## src/rtl/mul_defs_pkg.sv

```systemverilog
// Shared multiply definitions: opcode and FSM encodings, widths, operand helpers.
// The decoder imports this package as well.
package mul_defs;

   localparam int unsigned DATA_W = 32;
   localparam int unsigned ITER_N = 32;
   localparam int unsigned REG_W  = 4;
   localparam int unsigned IMM_W  = 16;
   localparam int unsigned CNT_W  = 6;

   typedef enum logic [1:0] {
      MUL_I  = 2'd0,
      MUL_R  = 2'd1,
      MUL_SI = 2'd2,
      MUL_SR = 2'd3
   } mul_type_e;

   typedef enum logic [2:0] {
      ST_IDLE = 3'd0,
      ST_LOAD = 3'd1,
      ST_ITER = 3'd2,
      ST_FIX  = 3'd3,
      ST_WB   = 3'd4
   } mul_state_e;

   // Request fields held for the life of one multiply
   typedef struct packed {
      mul_type_e        typ;
      logic [REG_W-1:0] dest;
      logic [IMM_W-1:0] imm;
   } mul_req_t;

   function automatic logic is_signed_type(mul_type_e t);
      return (t == MUL_SI) || (t == MUL_SR);
   endfunction

   function automatic logic [DATA_W-1:0] ext_imm(logic [IMM_W-1:0] v, logic sext);
      return sext ? {{(DATA_W-IMM_W){v[IMM_W-1]}}, v}
                  : {{(DATA_W-IMM_W){1'b0}}, v};
   endfunction

endpackage

```

## src/rtl/mul_shift_add_core.sv

```systemverilog
// Radix-2 shift-add datapath on operand magnitudes; sign is reapplied by the fix strobe.
module mul_shift_add_core
   import mul_defs::*;
(
   input  logic              clk,
   input  logic              rst_n,
   input  logic              load,
   input  logic              step,
   input  logic              fix,
   input  logic              is_signed,
   input  logic [DATA_W-1:0] op_a,
   input  logic [DATA_W-1:0] op_b,
   output logic [DATA_W-1:0] result_c
);

   logic [DATA_W-1:0] acc;
   logic [DATA_W-1:0] mcand;
   logic [DATA_W-1:0] mplier;
   logic              sign;
   logic              a_neg_c;
   logic              b_neg_c;
   logic [DATA_W-1:0] mag_a_c;
   logic [DATA_W-1:0] mag_b_c;

   assign a_neg_c  = is_signed & op_a[DATA_W-1];
   assign b_neg_c  = is_signed & op_b[DATA_W-1];
   assign mag_a_c  = a_neg_c ? -op_a : op_a;
   assign mag_b_c  = b_neg_c ? -op_b : op_b;
   assign result_c = sign ? -acc : acc;

   always_ff @(posedge clk or negedge rst_n) begin
      if (!rst_n) begin
         acc    <= '0;
         mcand  <= '0;
         mplier <= '0;
         sign   <= 1'b0;
      end else if (load) begin
         acc    <= '0;
         mcand  <= mag_a_c;
         mplier <= mag_b_c;
         sign   <= a_neg_c ^ b_neg_c;
      end else if (step) begin
         if (mplier[0]) acc <= acc + mcand;
         mcand  <= mcand << 1;
         mplier <= mplier >> 1;
      end else if (fix) begin
         acc <= result_c;
      end
   end

endmodule

```

## src/rtl/mul_sequencer.sv

```systemverilog
// Multi-cycle multiply sequencer: captures a decoded request, reads operands,
// runs the shift-add core for a fixed 32 iterations and writes the product back.
module mul_sequencer
   import mul_defs::*;
(
   input  logic              clk,
   input  logic              rst,
   input  logic              mul_trigger,
   input  logic [1:0]        mul_type,
   input  logic [REG_W-1:0]  dest_reg,
   input  logic [REG_W-1:0]  src1_reg,
   input  logic [REG_W-1:0]  src2_reg,
   input  logic [IMM_W-1:0]  imm,
   output logic [REG_W-1:0]  rd_addr1,
   output logic [REG_W-1:0]  rd_addr2,
   input  logic [DATA_W-1:0] rs1_data,
   input  logic [DATA_W-1:0] rs2_data,
   output logic              stall,
   output logic              wb_en,
   output logic [REG_W-1:0]  wb_addr,
   output logic [DATA_W-1:0] wb_data,
   output logic              flag_n,
   output logic              flag_z,
   output logic              busy
);

   mul_state_e        state;
   mul_state_e        next_state;
   mul_req_t          req;
   logic [CNT_W-1:0]  cnt;
   logic              accept_c;
   logic              load_c;
   logic              step_c;
   logic              fix_c;
   logic [DATA_W-1:0] op_b_c;
   logic [DATA_W-1:0] result_c;

   assign accept_c = mul_trigger && (state == ST_IDLE);
   // Stall must assert in the trigger cycle itself, before busy rises
   assign stall    = rst & (busy | accept_c);

   always_ff @(posedge clk or negedge rst) begin
      if (!rst) state <= ST_IDLE;
      else      state <= next_state;
   end

   always_comb begin
      next_state = state;
      load_c     = 1'b0;
      step_c     = 1'b0;
      fix_c      = 1'b0;
      case (state)
         ST_IDLE: if (mul_trigger) next_state = ST_LOAD;
         ST_LOAD: begin
            load_c     = 1'b1;
            next_state = ST_ITER;
         end
         ST_ITER: begin
            step_c = 1'b1;
            if (cnt == CNT_W'(ITER_N - 1)) next_state = ST_FIX;
         end
         ST_FIX: begin
            fix_c      = 1'b1;
            next_state = ST_WB;
         end
         ST_WB:   next_state = ST_IDLE;
         default: next_state = ST_IDLE;
      endcase
   end

   always_comb begin
      op_b_c = ext_imm(req.imm, 1'b0);
      case (req.typ)
         MUL_R, MUL_SR: op_b_c = rs2_data;
         MUL_SI:        op_b_c = ext_imm(req.imm, 1'b1);
         default:       op_b_c = ext_imm(req.imm, 1'b0);
      endcase
   end

   // Request capture; source indices live in rd_addr1/rd_addr2 during LOAD
   always_ff @(posedge clk or negedge rst) begin
      if (!rst) begin
         req <= '0;
      end else if (accept_c) begin
         req <= '{typ: mul_type_e'(mul_type), dest: dest_reg, imm: imm};
      end
   end

   always_ff @(posedge clk or negedge rst) begin
      if (!rst)        cnt <= '0;
      else if (step_c) cnt <= cnt + CNT_W'(1);
      else             cnt <= '0;
   end

   always_ff @(posedge clk or negedge rst) begin
      if (!rst) begin
         busy     <= 1'b0;
         rd_addr1 <= '0;
         rd_addr2 <= '0;
      end else begin
         busy     <= (next_state != ST_IDLE);
         rd_addr1 <= accept_c ? src1_reg : '0;
         rd_addr2 <= accept_c ? src2_reg : '0;
      end
   end

   // Write-back registers load from the sign-corrected result as FIX completes
   always_ff @(posedge clk or negedge rst) begin
      if (!rst) begin
         wb_en   <= 1'b0;
         wb_addr <= '0;
         wb_data <= '0;
         flag_n  <= 1'b0;
         flag_z  <= 1'b0;
      end else if (fix_c) begin
         wb_en   <= 1'b1;
         wb_addr <= req.dest;
         wb_data <= result_c;
         flag_n  <= result_c[DATA_W-1];
         flag_z  <= (result_c == '0);
      end else begin
         wb_en   <= 1'b0;
         wb_addr <= '0;
         wb_data <= '0;
         flag_n  <= 1'b0;
         flag_z  <= 1'b0;
      end
   end

   mul_shift_add_core u_core (
      .clk       (clk),
      .rst_n     (rst),
      .load      (load_c),
      .step      (step_c),
      .fix       (fix_c),
      .is_signed (is_signed_type(req.typ)),
      .op_a      (rs1_data),
      .op_b      (op_b_c),
      .result_c  (result_c)
   );

endmodule

```

## config.mk

```make
export PLATFORM = sky130hd
export DESIGN_NAME = mul_sequencer
export DESIGN_NICKNAME = d
export VERILOG_FILES = /design/src/rtl/mul_defs_pkg.sv /design/src/rtl/mul_shift_add_core.sv /design/src/rtl/mul_sequencer.sv
export SDC_FILE = /design/constraint.sdc
export NUM_CORES = 1
export LEC_CHECK = 0
export CAP_MARGIN = 20
export CELL_PAD_IN_SITES_DETAIL_PLACEMENT = 0
export CELL_PAD_IN_SITES_GLOBAL_PLACEMENT = 1
export CORE_AREA = 2 2 160 162
export CTS_BUF_LIST = sky130_fd_sc_hd__clkbuf_16
export CTS_CLUSTER_DIAMETER = 50
export DETAILED_ROUTE_END_ITERATION = 10
export DIE_AREA = 0 0 162 164
export PLACE_DENSITY_LB_ADDON = 0.1
export SLEW_MARGIN = 10
export SYNTH_ARGS = -nofsm -noshare
export SYNTH_HDL_FRONTEND = slang
export SYNTH_SLANG_ARGS = --single-unit
```

## constraint.sdc

```tcl
create_clock -name clk -period 8.4 [get_ports clk]
set_input_delay 2.1 -clock clk [delete_from_list [all_inputs] [get_ports clk]]
set_output_delay 2.1 -clock clk [all_outputs]
set_load 0.03 [all_outputs]
```

==> run metrics <==
status complete, no violations; slew margin rel. 40.4%; WS Path Type input pin to primary output; hold buffers post-CTS 0; Top delay family on crit path buffers and inverters; Worst Tran Pin Value 0.872 ns; PostCTS Resize Cnt 0; # IOs 146; CTS tree yes; Die Area 26600 sq um; crit-path max FO 2; fraction of layout instances using a drive strength above 1 7.32%; grt met1 use 30.0%; cell accounting for the most synthesized area dfrtp_1; GRT Total Usage 22.5%; count leader, synth dfrtp_1; first-pass GRT wire length 48100 microns; GRT met3 Usage 4.32%; footprint of the multi-input gates 6520 sq um; CP bufs+invs 2; most frequent CP cell clkdlybuf4s50_1; Antenna Nets Post-Route 0; WP data arrival 3.61 ns; FMAX 175 MHz; RSZ-0062 raised after global routing no; setup_tns 0 ns; Worst-path clk slew 0.07 ns; Worst-Skew Late Latency 0.43 ns; syn_area_per_cell 8.73 sq um; critical path endpoint category primary output; Slowest Stage Delay on Critical Path 0.66 ns; number of DRC markers in iteration 0 508; total number of vias 9775; Startpoint Class input pin; Residual DRC 0; Root Buffer clkbuf_16; instance count of the mapped netlist 1293; #FFs+latches synth 175; number of vias per cell 5.61; Layout Nets 1527; busiest grt layer met2; total leakage power 0.00579 uW; total wire length 29200 microns; htree depth 4; total CTS buffers 17; CP Cell Sequence clkdlybuf4s50_1 -> nor4b_2 -> o21a_1 -> clkdlybuf4s50_1; synth top area cells dfrtp_1 39%, o21ai_0 5.3%, xor2_1 5.0%; Mapped Nets 1426; Fin. Hold Viols 0; final slew viol count 0; Seq/Total Area, Yosys 38.8%; FF+latch area 4380 sq um; Tcrit/Tclk final 68.0%; GP Congestion 0.880; largest net degree at the start of global routing 67; hold_ws 0.484 ns; Final Skew 0.0146 ns; dpl cells 1704; post-synth top area share 38.8%; global routing usage on met2 37.5%; Fillers 2358; row count 58; Post-CTS Repair Setup Buffers 0; Post-synth ARST share 100%; Die Height 164 microns; initial core utilization 45.5%; Slowest-stage cell, CP clkdlybuf4s50_1; Syn-to-layout area delta 20.4%; Chip Width 162 microns; Max Buffers Root-to-Sink 2; number of global-route vias before repair 9324; drt wl/cell 16.7 microns; Post-synth EDFFs 0; initial antenna violation count 7; Sink Count 175; most frequent cells after synthesis 175 x dfrtp_1, 132 x nand2_1, 129 x nor2_1, 120 x o21ai_0, 80 x a21oi_1; Final Non-Filler Cells 1743; count of cell types in the netlist 76; MaxCap Viol Count 0; iteration count of the initial detailed-routing pass 7; Worst VDD drop 0.187 mV; Buffers on Ports 145; mapped cell area 11300 sq um; pwr/cell area 369 nW/um^2; final setup fails 0; post-route minimum period 5.71 ns; required time worst endpoint 6.30 ns; Detailed Place HPWL 21700 microns; Hold Crit Class flip-flop to flip-flop; Core ar. 24800 sq um; synth warn 0; total congestion overflow 0; Most used DFF post-synth dfrtp_1
==> path summary, 6_finish.rpt <==
kind                                   start                end  slack, ns  depth (start not counted)
min in group asynchronous                rst         wb_data[8]       1.65                          1
setup reg to reg                     req[20]  u_core.mplier[24]       4.39                          9
max in group asynchronous                rst   u_core.mplier[2]       5.47                          2
hold reg to reg            u_core.mplier[31]  u_core.mplier[31]       0.48                          1
setup / recovery                 mul_trigger              stall       2.69                          4
hold / removal             u_core.mplier[31]  u_core.mplier[31]       0.48                          1
==> cell usage in the layout, fill, tap and decap left out, types with 5 or more instances in the layout <==
master / instances
a32oi_1: 5
dfrtp_1: 174
nand4_1: 6
and3_1: 11
o41ai_1: 9
nor3b_1: 8
or2_2: 5
mux2_2: 27
nand3_1: 23
clkdlybuf4s50_1: 144
o21ai_0: 120
o21a_1: 7
or4_1: 12
xor2_1: 65
nand2b_1: 10
buf_4: 15
o32ai_1: 5
a211oi_1: 7
a31oi_1: 15
nor2b_1: 9
ha_1: 35
xnor2_1: 41
mux2i_1: 19
o31ai_1: 20
nor3_1: 29
or3_1: 7
nor2_1: 128
a21o_1: 31
nor4_1: 8
clkbuf_16: 17
nand2_1: 132
a22oi_1: 47
inv_8: 5
inv_1: 20
diode_2: 6
and2_1: 18
a21oi_1: 80
o22ai_1: 11
==> where the power goes <==
part	switching (uW)	internal, uW
logic	1600	1150
registers	335	1150
clock network	389	401
total	2320	2690
==> per-stage QoR <==
| stage | utilization [%] | total power [uW] | instance area (sq um) | setup WS (ns) |
|---|---|---|---|---|
| floorplan | - | 3510 | 11300 | 3.10 |
| global placement | 52.2 | 4180 | 13000 | 2.69 |
| global route | 54.7 | 5460 | 13600 | 2.63 |
| finish | 54.8 | 5020 | 13600 | 2.69 |
| CTS | 54.6 | 5020 | 13500 | 2.68 |
| detailed placement | 52.2 | 4210 | 13000 | 2.70 |
==> kinds of logic (layout without fill, tap and decap cells) <==
logic type / count (synthesis) / after routing / share of synthesized area (%)
AND/OR/NAND/NOR: 431 / 431 / 18.3
buffers and inverters: 99 / 213 / 3.65
multiplexers: 46 / 46 / 4.38
other: 0 / 6 / 0
adder cells (fa/ha/maj): 36 / 36 / 4.06
flip-flops: 175 / 175 / 38.8
XOR/XNOR: 106 / 106 / 8.22
AO/OA/AOI/OAI: 400 / 400 / 22.6
==> layer usage <==
layer  part of all wire [%]  routed length, microns
met1                     47                   13800
met2                     46                   13500
met3                    4.8                    1410
met4                    1.8                     529
met5                  0.045                      13
==> layout make-up <==
cell class	instances	share of cell area (%)
diodes	6	0.110
clock buffers	17	3.13
clock inverters	15	1.22
inverters	20	0.552
multi-input cells	1019	48.0
flip-flops and latches	175	32.2
well taps	330	3.04
repair buffers	161	11.7
==> flip-flops by register name (all words and copies together) (netlist names) <==
register	count
req	22
u_core.mplier	32
busy	1
wb_addr	4
flag_z	1
wb_en	1
u_core.acc	32
u_core.mcand	32
wb_data	31
rd_addr2	4
cnt	6
state	3
flag_n	1
rd_addr1	4
u_core.sign	1
No activity file was read; power rests on OpenSTA's default activity.
